**src/rtl/mcycle_ctrl.sv**
```systemverilog
// rtl/mcycle_ctrl.sv - main control FSM for the multi-cycle RV32I core (optional MCYC_ILLEGAL_TRAP_EN)
module mcycle_ctrl #(
  parameter logic [3:0] RESET_STATE = 4'd0
) (
  input  logic       clk,
  input  logic       rst,
  input  logic [6:0] op,
  input  logic [2:0] funct3,
  input  logic       Zero,
  input  logic       MemReady,
  output logic       MemReq,
  output logic [2:0] ImmSrc,
  output logic [1:0] ALUSrcA,
  output logic [1:0] ALUSrcB,
  output logic [1:0] ALUOp,
  output logic [1:0] ResultSrc,
  output logic       AdrSrc,
  output logic       IRWrite,
  output logic       PCWrite,
  output logic       RegWrite,
  output logic       MemWrite,
  output logic       InstrRetired
`ifdef MCYC_ILLEGAL_TRAP_EN
  ,
  output logic       IllegalInstr
`endif
);

  localparam logic [3:0] S_FETCH    = 4'd0;
  localparam logic [3:0] S_DECODE   = 4'd1;
  localparam logic [3:0] S_MEMADR   = 4'd2;
  localparam logic [3:0] S_MEMREAD  = 4'd3;
  localparam logic [3:0] S_MEMWB    = 4'd4;
  localparam logic [3:0] S_MEMWRITE = 4'd5;
  localparam logic [3:0] S_EXECR    = 4'd6;
  localparam logic [3:0] S_EXECI    = 4'd7;
  localparam logic [3:0] S_ALUWB    = 4'd8;
  localparam logic [3:0] S_BRANCH   = 4'd9;
  localparam logic [3:0] S_JAL      = 4'd10;
  localparam logic [3:0] S_JALR     = 4'd11;
  localparam logic [3:0] S_LINKWB   = 4'd12;
  localparam logic [3:0] S_LUI      = 4'd13;
  localparam logic [3:0] S_AUIPC    = 4'd14;
  localparam logic [3:0] S_TRAP     = 4'd15;

  localparam logic [6:0] OP_LOAD   = 7'b0000011;
  localparam logic [6:0] OP_STORE  = 7'b0100011;
  localparam logic [6:0] OP_R      = 7'b0110011;
  localparam logic [6:0] OP_I      = 7'b0010011;
  localparam logic [6:0] OP_BRANCH = 7'b1100011;
  localparam logic [6:0] OP_JAL    = 7'b1101111;
  localparam logic [6:0] OP_JALR   = 7'b1100111;
  localparam logic [6:0] OP_LUI    = 7'b0110111;
  localparam logic [6:0] OP_AUIPC  = 7'b0010111;

  logic [3:0] state_q, state_d;
  logic       taken;
  logic       known_op;

  assign taken = ((funct3 == 3'b000) && Zero) || ((funct3 == 3'b001) && !Zero);
  assign known_op = (op == OP_LOAD) || (op == OP_STORE) || (op == OP_R) || (op == OP_I) ||
                    (op == OP_BRANCH) || (op == OP_JAL) || (op == OP_JALR) ||
                    (op == OP_LUI) || (op == OP_AUIPC);

  // State register; reset returns to the configured entry state from anywhere.
  always_ff @(posedge clk) begin
    if (rst) state_q <= RESET_STATE;
    else     state_q <= state_d;
  end

  // Next-state logic; unused encodings fall back to FETCH.
  always_comb begin
    state_d = S_FETCH;
    case (state_q)
      S_FETCH:    state_d = MemReady ? S_DECODE : S_FETCH;
      S_DECODE: begin
        case (op)
          OP_LOAD, OP_STORE: state_d = S_MEMADR;
          OP_R:              state_d = S_EXECR;
          OP_I:              state_d = S_EXECI;
          OP_BRANCH:         state_d = S_BRANCH;
          OP_JAL:            state_d = S_JAL;
          OP_JALR:           state_d = S_JALR;
          OP_LUI:            state_d = S_LUI;
          OP_AUIPC:          state_d = S_AUIPC;
`ifdef MCYC_ILLEGAL_TRAP_EN
          default:           state_d = S_TRAP;
`else
          default:           state_d = S_FETCH;
`endif
        endcase
      end
      S_MEMADR:   state_d = (op == OP_STORE) ? S_MEMWRITE : S_MEMREAD;
      S_MEMREAD:  state_d = MemReady ? S_MEMWB : S_MEMREAD;
      S_MEMWRITE: state_d = MemReady ? S_FETCH : S_MEMWRITE;
      S_EXECR:    state_d = S_ALUWB;
      S_EXECI:    state_d = S_ALUWB;
      S_JAL:      state_d = S_ALUWB;
      S_JALR:     state_d = S_LINKWB;
      S_AUIPC:    state_d = S_ALUWB;
`ifdef MCYC_ILLEGAL_TRAP_EN
      S_TRAP:     state_d = S_TRAP;
`endif
      default:    state_d = S_FETCH;
    endcase
  end

  // Immediate format follows the opcode in every state; forced to 0 in reset.
  always_comb begin
    ImmSrc = 3'b000;
    case (op)
      OP_STORE:         ImmSrc = 3'b001;
      OP_BRANCH:        ImmSrc = 3'b010;
      OP_JAL:           ImmSrc = 3'b011;
      OP_LUI, OP_AUIPC: ImmSrc = 3'b100;
      default:          ImmSrc = 3'b000;
    endcase
    if (rst) ImmSrc = 3'b000;
  end

  // Moore outputs per state, with the memory/branch gating; reset zeroes everything.
  always_comb begin
    MemReq = 1'b0; ALUSrcA = 2'b00; ALUSrcB = 2'b00; ALUOp = 2'b00; ResultSrc = 2'b00;
    AdrSrc = 1'b0; IRWrite = 1'b0; PCWrite = 1'b0; RegWrite = 1'b0; MemWrite = 1'b0;
    InstrRetired = 1'b0;
    case (state_q)
      S_FETCH: begin
        MemReq = 1'b1; ALUSrcB = 2'b10; ResultSrc = 2'b10;
        IRWrite = MemReady; PCWrite = MemReady;
      end
      S_DECODE: begin
        ALUSrcA = 2'b01; ALUSrcB = 2'b01;
`ifndef MCYC_ILLEGAL_TRAP_EN
        InstrRetired = !known_op;
`endif
      end
      S_MEMADR:   begin ALUSrcA = 2'b10; ALUSrcB = 2'b01; end
      S_MEMREAD:  begin MemReq = 1'b1; AdrSrc = 1'b1; end
      S_MEMWB:    begin ResultSrc = 2'b01; RegWrite = 1'b1; InstrRetired = 1'b1; end
      S_MEMWRITE: begin
        MemReq = 1'b1; AdrSrc = 1'b1; MemWrite = MemReady; InstrRetired = MemReady;
      end
      S_EXECR:    begin ALUSrcA = 2'b10; ALUOp = 2'b10; end
      S_EXECI:    begin ALUSrcA = 2'b10; ALUSrcB = 2'b01; ALUOp = 2'b10; end
      S_ALUWB:    begin RegWrite = 1'b1; InstrRetired = 1'b1; end
      S_BRANCH:   begin ALUSrcA = 2'b10; ALUOp = 2'b01; InstrRetired = 1'b1; PCWrite = taken; end
      S_JAL:      begin ALUSrcA = 2'b01; ALUSrcB = 2'b10; PCWrite = 1'b1; end
      S_JALR:     begin ALUSrcA = 2'b10; ALUSrcB = 2'b01; ResultSrc = 2'b10; PCWrite = 1'b1; end
      S_LINKWB: begin
        ALUSrcA = 2'b01; ALUSrcB = 2'b10; ResultSrc = 2'b10; RegWrite = 1'b1; InstrRetired = 1'b1;
      end
      S_LUI:      begin ResultSrc = 2'b11; RegWrite = 1'b1; InstrRetired = 1'b1; end
      S_AUIPC:    begin ALUSrcA = 2'b01; ALUSrcB = 2'b01; end
      default: ;
    endcase
    if (rst) begin
      MemReq = 1'b0; ALUSrcA = 2'b00; ALUSrcB = 2'b00; ALUOp = 2'b00; ResultSrc = 2'b00;
      AdrSrc = 1'b0; IRWrite = 1'b0; PCWrite = 1'b0; RegWrite = 1'b0; MemWrite = 1'b0;
      InstrRetired = 1'b0;
    end
  end

`ifdef MCYC_ILLEGAL_TRAP_EN
  assign IllegalInstr = (state_q == S_TRAP) && !rst;
`else
  logic unused_known_op;
  assign unused_known_op = known_op;
`endif

endmodule

```
**config.mk**
```make
export PLATFORM = sky130hd
export DESIGN_NAME = mcycle_ctrl
export DESIGN_NICKNAME = d
export VERILOG_FILES = /design/src/rtl/mcycle_ctrl.sv
export SDC_FILE = /design/constraint.sdc
export NUM_CORES = 1
export LEC_CHECK = 0
export BUFFER_PORTS_ARGS = -buffer_cell sky130_fd_sc_hd__buf_2
export CORE_UTILIZATION = 47
export CTS_CLUSTER_DIAMETER = 120
export DETAILED_ROUTE_END_ITERATION = 6
export HOLD_SLACK_MARGIN = 0.08
export MAX_ROUTING_LAYER = met4
export PLACE_DENSITY = 0.76
export SYNTH_ARGS = -nofsm -noshare
export SYNTH_HDL_FRONTEND = slang
export SYNTH_SLANG_ARGS = --single-unit
export TNS_END_PERCENT = 10
```
**constraint.sdc**
```tcl
create_clock -name clk -period 2.3 [get_ports clk]
set_clock_uncertainty 0.15 [all_clocks]
set_input_delay 0.46 -clock clk [delete_from_list [all_inputs] [get_ports clk]]
set_output_delay 0.46 -clock clk [all_outputs]
set_load 0.02 [all_outputs]
```
==> results by group, run 1 <==
Global route
  • Met2 GRT Util: 0.447
  • Grt met1 use: 0.312
  • Vias in the first global route: 815
  • Total track usage: 0.257
  • Largest net degree at the start of global routing: 21
  • GR Layer Usage met3: 0.0522
  • Initial antenna violation count: 0
  • First-pass GRT wire length: 3520 um
  • Busiest grt layer: met2
  • Congestion Overflow GR: 0

CTS
  • Hold Buf Count CTS: 0
  • CTS tree: done
  • Worst skew pair latency: 230 ps
  • Clock sink count: 4
  • CTS Root Cell: clkbuf_4
  • Clk buf depth: 2
  • H-tree level count: 1
  • CTS buffer count: 3
  • Clock input transition at the sequential cells of the worst setup and hold paths: 40 ps

Logic synthesis
  • Largest cells by area after synthesis: dfxtp_1 (11%), a21oi_1 (6.0%), a211oi_1 (5.0%)
  • Post-Synthesis Cells: 113
  • Synth cell types: 39
  • Post-synth EDFFs: 0
  • Ys flop type: dfxtp_1
  • Async SR Flop Fraction: 0
  • Mapped Area: 747 um^2
  • Synth area leader: dfxtp_1
  • Register area share after synthesis: 0.107
  • Most numerous cell in the Yosys netlist: nor2_1
  • Synth Area per Inst: 6.61 um^2
  • Flops & latches, synth: 4
  • Synth cell count leaders: nor2_1 (10), a21oi_1 (9), nand2_1 (9)
  • Synthesized Nets: 127
  • Yosys warnings: 0
  • Yosys top cell area share: 0.107

Floorplanning
  • Total die area: 1750 um^2
  • FP Rows: 14
  • Chip width: 41.9 um
  • Initial Util: 0.502
  • Die Ht: 41.9 um
  • Core footprint: 1490 um^2
  • Ports: 32

Placed design
  • Port Buffers: 31
  • Dpl ws: 5.40 ps
  • Hpwl dp: 1540 um
  • GP Congestion: 0.804

Run status
  • Status: complete, but fails checks
  • Failing checks: setup timing

Power and ir drop
  • Pwr Density: 278 nW/um^2
  • Internal: 0.183 mW
  • P_leak: 0.445 nW
  • Sw Share: 0.343
  • Psw: 0.0956 mW
  • Clock share of power: 0.315
  • Maximum VDD drop: 0.404 mV
  • Power share of the combinational group: 0.416
  • Reg power frac: 0.270

Timing
  • Slew @ Worst Pin: 422 ps
  • Final Cycle Share: 1.00
  • Final setup fails: 1
  • Setup slack after layout: -8.89 ps
  • Final hold vios: 0
  • Minimum clock period: 2310 ps
  • Slew headroom: 0.718
  • Max-slew violations: 0
  • Fmax: 433 MHz
  • RSZ-0062 raised after global routing: true
  • Final hold slack: 491 ps

Worst setup path
  • Worst path cell trace: buf_2 > and3b_2 > and2_1 > or3_4 > a221oi_2 > buf_4
  • CP max FO: 5
  • Worst path required time: 1690 ps
  • Worst EP arrival: 1700 ps
  • CP Buf/Inv Count: 2
  • Setup Crit Path Kind: in -> out
  • CP Capture Type: output pin
  • Startpoint Class: primary input
  • Cell family with most CP delay: simple AND/OR/NAND/NOR gates
  • Max stage delay on crit path: 330 ps
  • CP max stage cell: or3_4

Flow run
  • Max-Cap Viols: 0

Final layout
  • Layout cell share with drive strength beyond 1: 0.352
  • Final #Nets: 161
  • Largest register FFs: 4
  • N_diodes: 0
  • Top flop regs: state_q: 4 flops
  • Synthesis-to-layout area growth: 34.2%
  • Most flops, register: state_q

Drt
  • 1st-iter DRT viols: 16
  • DR WL/cell: 12.8 um
  • Vias: 966
  • Routed WL: 2060 um
  • Post-route ant nets: 0
  • DRT Pass-1 Iters: 6
  • DRC viols: 0
  • Routed vias/inst: 6.00

Min path
  • HP Class: in -> reg
## per-layer routing
metal / wire length [um] / vias to the layer above
li1: - / 480
met1: 928 / 461
met2: 1040 / 23
met3: 79 / 2
met4: 7 / 0
met5: 0 / -
## power by group through the flow
stage | Clock (mW) | Combinational [mW] | Sequential, mW
final | 0.0875 | 0.116 | 0.0750
after global routing | 0.0971 | 0.127 | 0.0752
after CTS | 0.0912 | 0.109 | 0.0748
after detailed placement | 0 | 0.108 | 0.0756
after global placement | 0 | 0.104 | 0.0757
after floorplan | 0 | 0.0724 | 0.0732
## per-stage QoR
stage                     std cells  power, mW   util  cell area [um^2]  TNS [ps]
after floorplan                 113      0.146      -               754      -132
after global routing            161      0.299  0.673              1000     -90.0
after detailed placement        157      0.184  0.632               941         0
after CTS                       160      0.275  0.649               966         0
after global placement          157      0.180  0.632               941         0
final                           161      0.278  0.673              1000     -8.89
## what timing repair did
action                     4_1_cts  5_1_grt
cloned                           0        0
buffers inserted                 0        1
setup endpoints to repair        2        4
pin swaps                        0        1
hold endpoints to repair         0        0
resized for setup                2        9
## final timing paths
kind         depth (start not counted)            to  slack, ps       start
max                                  6  InstrRetired         -9       op[5]
min                                  4    state_q[1]        490    MemReady
max reg2reg                          4    state_q[2]        380  state_q[0]
min reg2reg                          3    state_q[3]        590  state_q[1]
## cell type report
| cell class | instances | area, um^2 |
|---|---|---|
| Clock buffer | 3 | 22.5 |
| Sequential cell | 4 | 83.8 |
| Timing Repair Buffer | 40 | 233 |
| Tap cell | 16 | 20.0 |
| Inverter | 3 | 11.3 |
| Fill cell | 143 | 487 |
| Multi-Input combinational cell | 95 | 632 |
## cells by family after synthesis
group           share of synthesized area
buf+inv                            0.0804
xor+xnor                           0.0821
flops                               0.107
simple gates                        0.451
mux                                0.0134
compound gates                      0.266
## tightest hold or removal path: cells and delay by family
family	cells	cell delay, ps
AO/OA/AOI/OAI	2	150
buffers and inverters	1	150
AND/OR/NAND/NOR	1	70
## layout by cell type, fill, tap and decap left out, types with 2 or more instances in the layout
master and count:
nor4b_1 4, and3_1 2, nor3b_1 2, buf_2 27, dfxtp_2 3, inv_1 3
o21a_1 2, nor2_1 10, nand2b_1 6, buf_4 13, a21oi_1 9, clkbuf_4 3
xnor2_1 3, o21ai_1 3, nor2b_1 2, a211oi_1 5, nand2_1 9, nand3b_1 2
nor3_1 5, a21o_1 2, or4b_1 2, or3_1 3, nand3_1 2, xor2_1 3
a31oi_1 2
Note: power is estimated with default switching activity, not from simulation.
==> run 2, diff against run 1 <==
--- a/config.mk
+++ b/config.mk
@@ -14,2 +14,3 @@
 export PLACE_DENSITY = 0.76
+export SKIP_CTS_REPAIR_TIMING = 1
 export SYNTH_ARGS = -nofsm -noshare
==> constraint.sdc (replaced) <==
create_clock -name clk -period 2.3 [get_ports clk]
set_clock_uncertainty 0.15 [all_clocks]
set_input_delay 0 -clock clk [delete_from_list [all_inputs] [get_ports clk]]
set_output_delay 0 -clock clk [all_outputs]
set_load 0.02 [all_outputs]
==> results by group, run 2 (same netlist as run 1, synthesis figures left out) <==
CTS
  • CTS buffer count: 3 (unchanged)
  • Clock input transition at the sequential cells of the worst setup and hold paths: 40 ps (about the same)
  • Clk buf depth: 2 (unchanged)
  • H-tree level count: 1 (unchanged)
  • Worst skew pair latency: 230 ps (about the same)
  • Clock sink count: 4 (unchanged)
  • CTS tree: done
  • CTS Root Cell: clkbuf_4

Global route
  • GR Layer Usage met3: 0.0565 (+0.00435)
  • Met2 GRT Util: 0.397 (-0.0500)
  • Total track usage: 0.230 (-0.0274)
  • Grt met1 use: 0.282 (-0.0305)
  • First-pass GRT wire length: 3190 um (-9.4%)
  • Initial antenna violation count: 0 (unchanged)
  • Busiest grt layer: met2
  • Vias in the first global route: 769 (-5.6%)
  • Largest net degree at the start of global routing: 25 (+19%)
  • Congestion Overflow GR: 0 (unchanged)

Final layout
  • Synthesis-to-layout area growth: 25.3%
  • # fillers: 146 (+2.1%)
  • Top flop regs: state_q: 4 flops
  • Most common library cell in the layout ignoring fill and taps: buf_2
  • Leading cell types in the layout, fill and taps excluded: buf_2 (31), nor2_1 (10), nand2_1 (9), a21oi_1 (9), nand2b_1 (6)
  • N_diodes: 0 (unchanged)
  • Most flops, register: state_q
  • Layout cell share with drive strength beyond 1: 0.270 (-0.0822)
  • Largest register FFs: 4 (unchanged)
  • Utilization after layout: 0.629 (-0.0445)
  • Final #Nets: 157 (-2.5%)
  • Finished Layout Cells: 157 (-2.5%)

Power and ir drop
  • Maximum VDD drop: 0.364 mV (-9.9%)
  • P_leak: 0.421 nW (-5.3%)
  • Pwr Density: 277 nW/um^2 (-0.30%)

Floorplanning
  • FP Rows: 14 (unchanged)
  • Initial Util: 0.502 (unchanged)
  • Ports: 32 (unchanged)
  • Chip width: 41.9 um (unchanged)
  • Core footprint: 1490 um^2 (unchanged)
  • Total die area: 1750 um^2 (unchanged)
  • Die Ht: 41.9 um (unchanged)

Timing
  • Fmax: 504 MHz (+16%)
  • Final hold vios: 0 (unchanged)
  • Slew headroom: 0.716 (-0.00180)
  • Final setup fails: 0 (-1)
  • Minimum clock period: 1980 ps (-324 ps)
  • Final hold slack: 52.4 ps (-439 ps)
  • Max-slew violations: 0 (unchanged)
  • Slew @ Worst Pin: 425 ps (+2.69 ps)
  • RSZ-0062 raised after global routing: false
  • Final Cycle Share: 0.863 (-0.141)
  • Final setup TNS: 0 ps (+8.89 ps)

Flow run
  • Max-Cap Viols: 0 (unchanged)

Min path
  • HP Class: in -> reg

Drt
  • Post-route ant nets: 0 (unchanged)
  • Routed vias/inst: 5.84 (-2.7%)
  • Routed WL: 1800 um (-12%)
  • Vias: 917 (-5.1%)
  • DRC viols: 0 (unchanged)
  • DRT Pass-1 Iters: 5 (-1)
  • DR WL/cell: 11.5 um (-10%)
  • 1st-iter DRT viols: 24 (+8)

Worst setup path
  • Worst EP arrival: 1830 ps (+130 ps)
  • CP max FO: 20 (+15)
  • Worst path required time: 2150 ps (+460 ps)
  • Setup Crit Path Kind: reg -> out
  • Startpoint Class: flop
  • CP Capture Type: output pin

Placed design
  • Placed Instances: 153 (-2.5%)
  • Port Buffers: 31 (unchanged)
  • GP Congestion: 0.808 (+0.49%)
  • Hpwl dp: 1360 um (-12%)

Run status
  • Status: finished clean
run 2: cell count changes in the layout (fill, tap and decap cells not counted), sizes merged:
cell / delta
buf: -5
dlygate4sd3: +1
run 2: metrics by stage:
step	worst slack (ps)	power, mW	cell area (um^2)
finish	315	0.259	936
global route	225	0.279	936
CTS	314	0.261	926
detailed placement	429	0.175	903
global placement	481	0.172	903
floorplan	166	0.144	747
run 2: path summary, 6_finish.rpt:
path             endpoint  slack [ps]  cells past startpoint       start
max reg2reg    state_q[2]         440                      4  state_q[0]
min            state_q[2]          50                      4       op[6]
min reg2reg    state_q[2]         560                      3  state_q[0]
max          InstrRetired         320                      4  state_q[0]
run 2: power breakdown:
| group | switching (mW) | internal, mW |
|---|---|---|
| combinational | 0.0600 | 0.0428 |
| sequential | 0.00107 | 0.0713 |
| clock | 0.0257 | 0.0581 |
run 2: area by class of cell:
type | instances | area (um^2) | share of cell area
Clock buffer | 3 | 22.5 | 0.0241
Inverter | 3 | 11.3 | 0.0120
Multi-Input combinational cell | 95 | 607 | 0.648
Sequential cell | 4 | 80.1 | 0.0856
Tap cell | 16 | 20.0 | 0.0214
Timing Repair Buffer | 36 | 195 | 0.209
run 2: critical path: stages, from the launching register on:
cell      delay [ps]
dfxtp_1          320
buf_4            220
or4b_1           570
a221oi_1         290
buf_2            210
run 2: layer usage:
metal,vias up,wire [um]
met5,-,0
met4,0,0
met3,0,105
met2,28,903
met1,415,791
li1,474,-
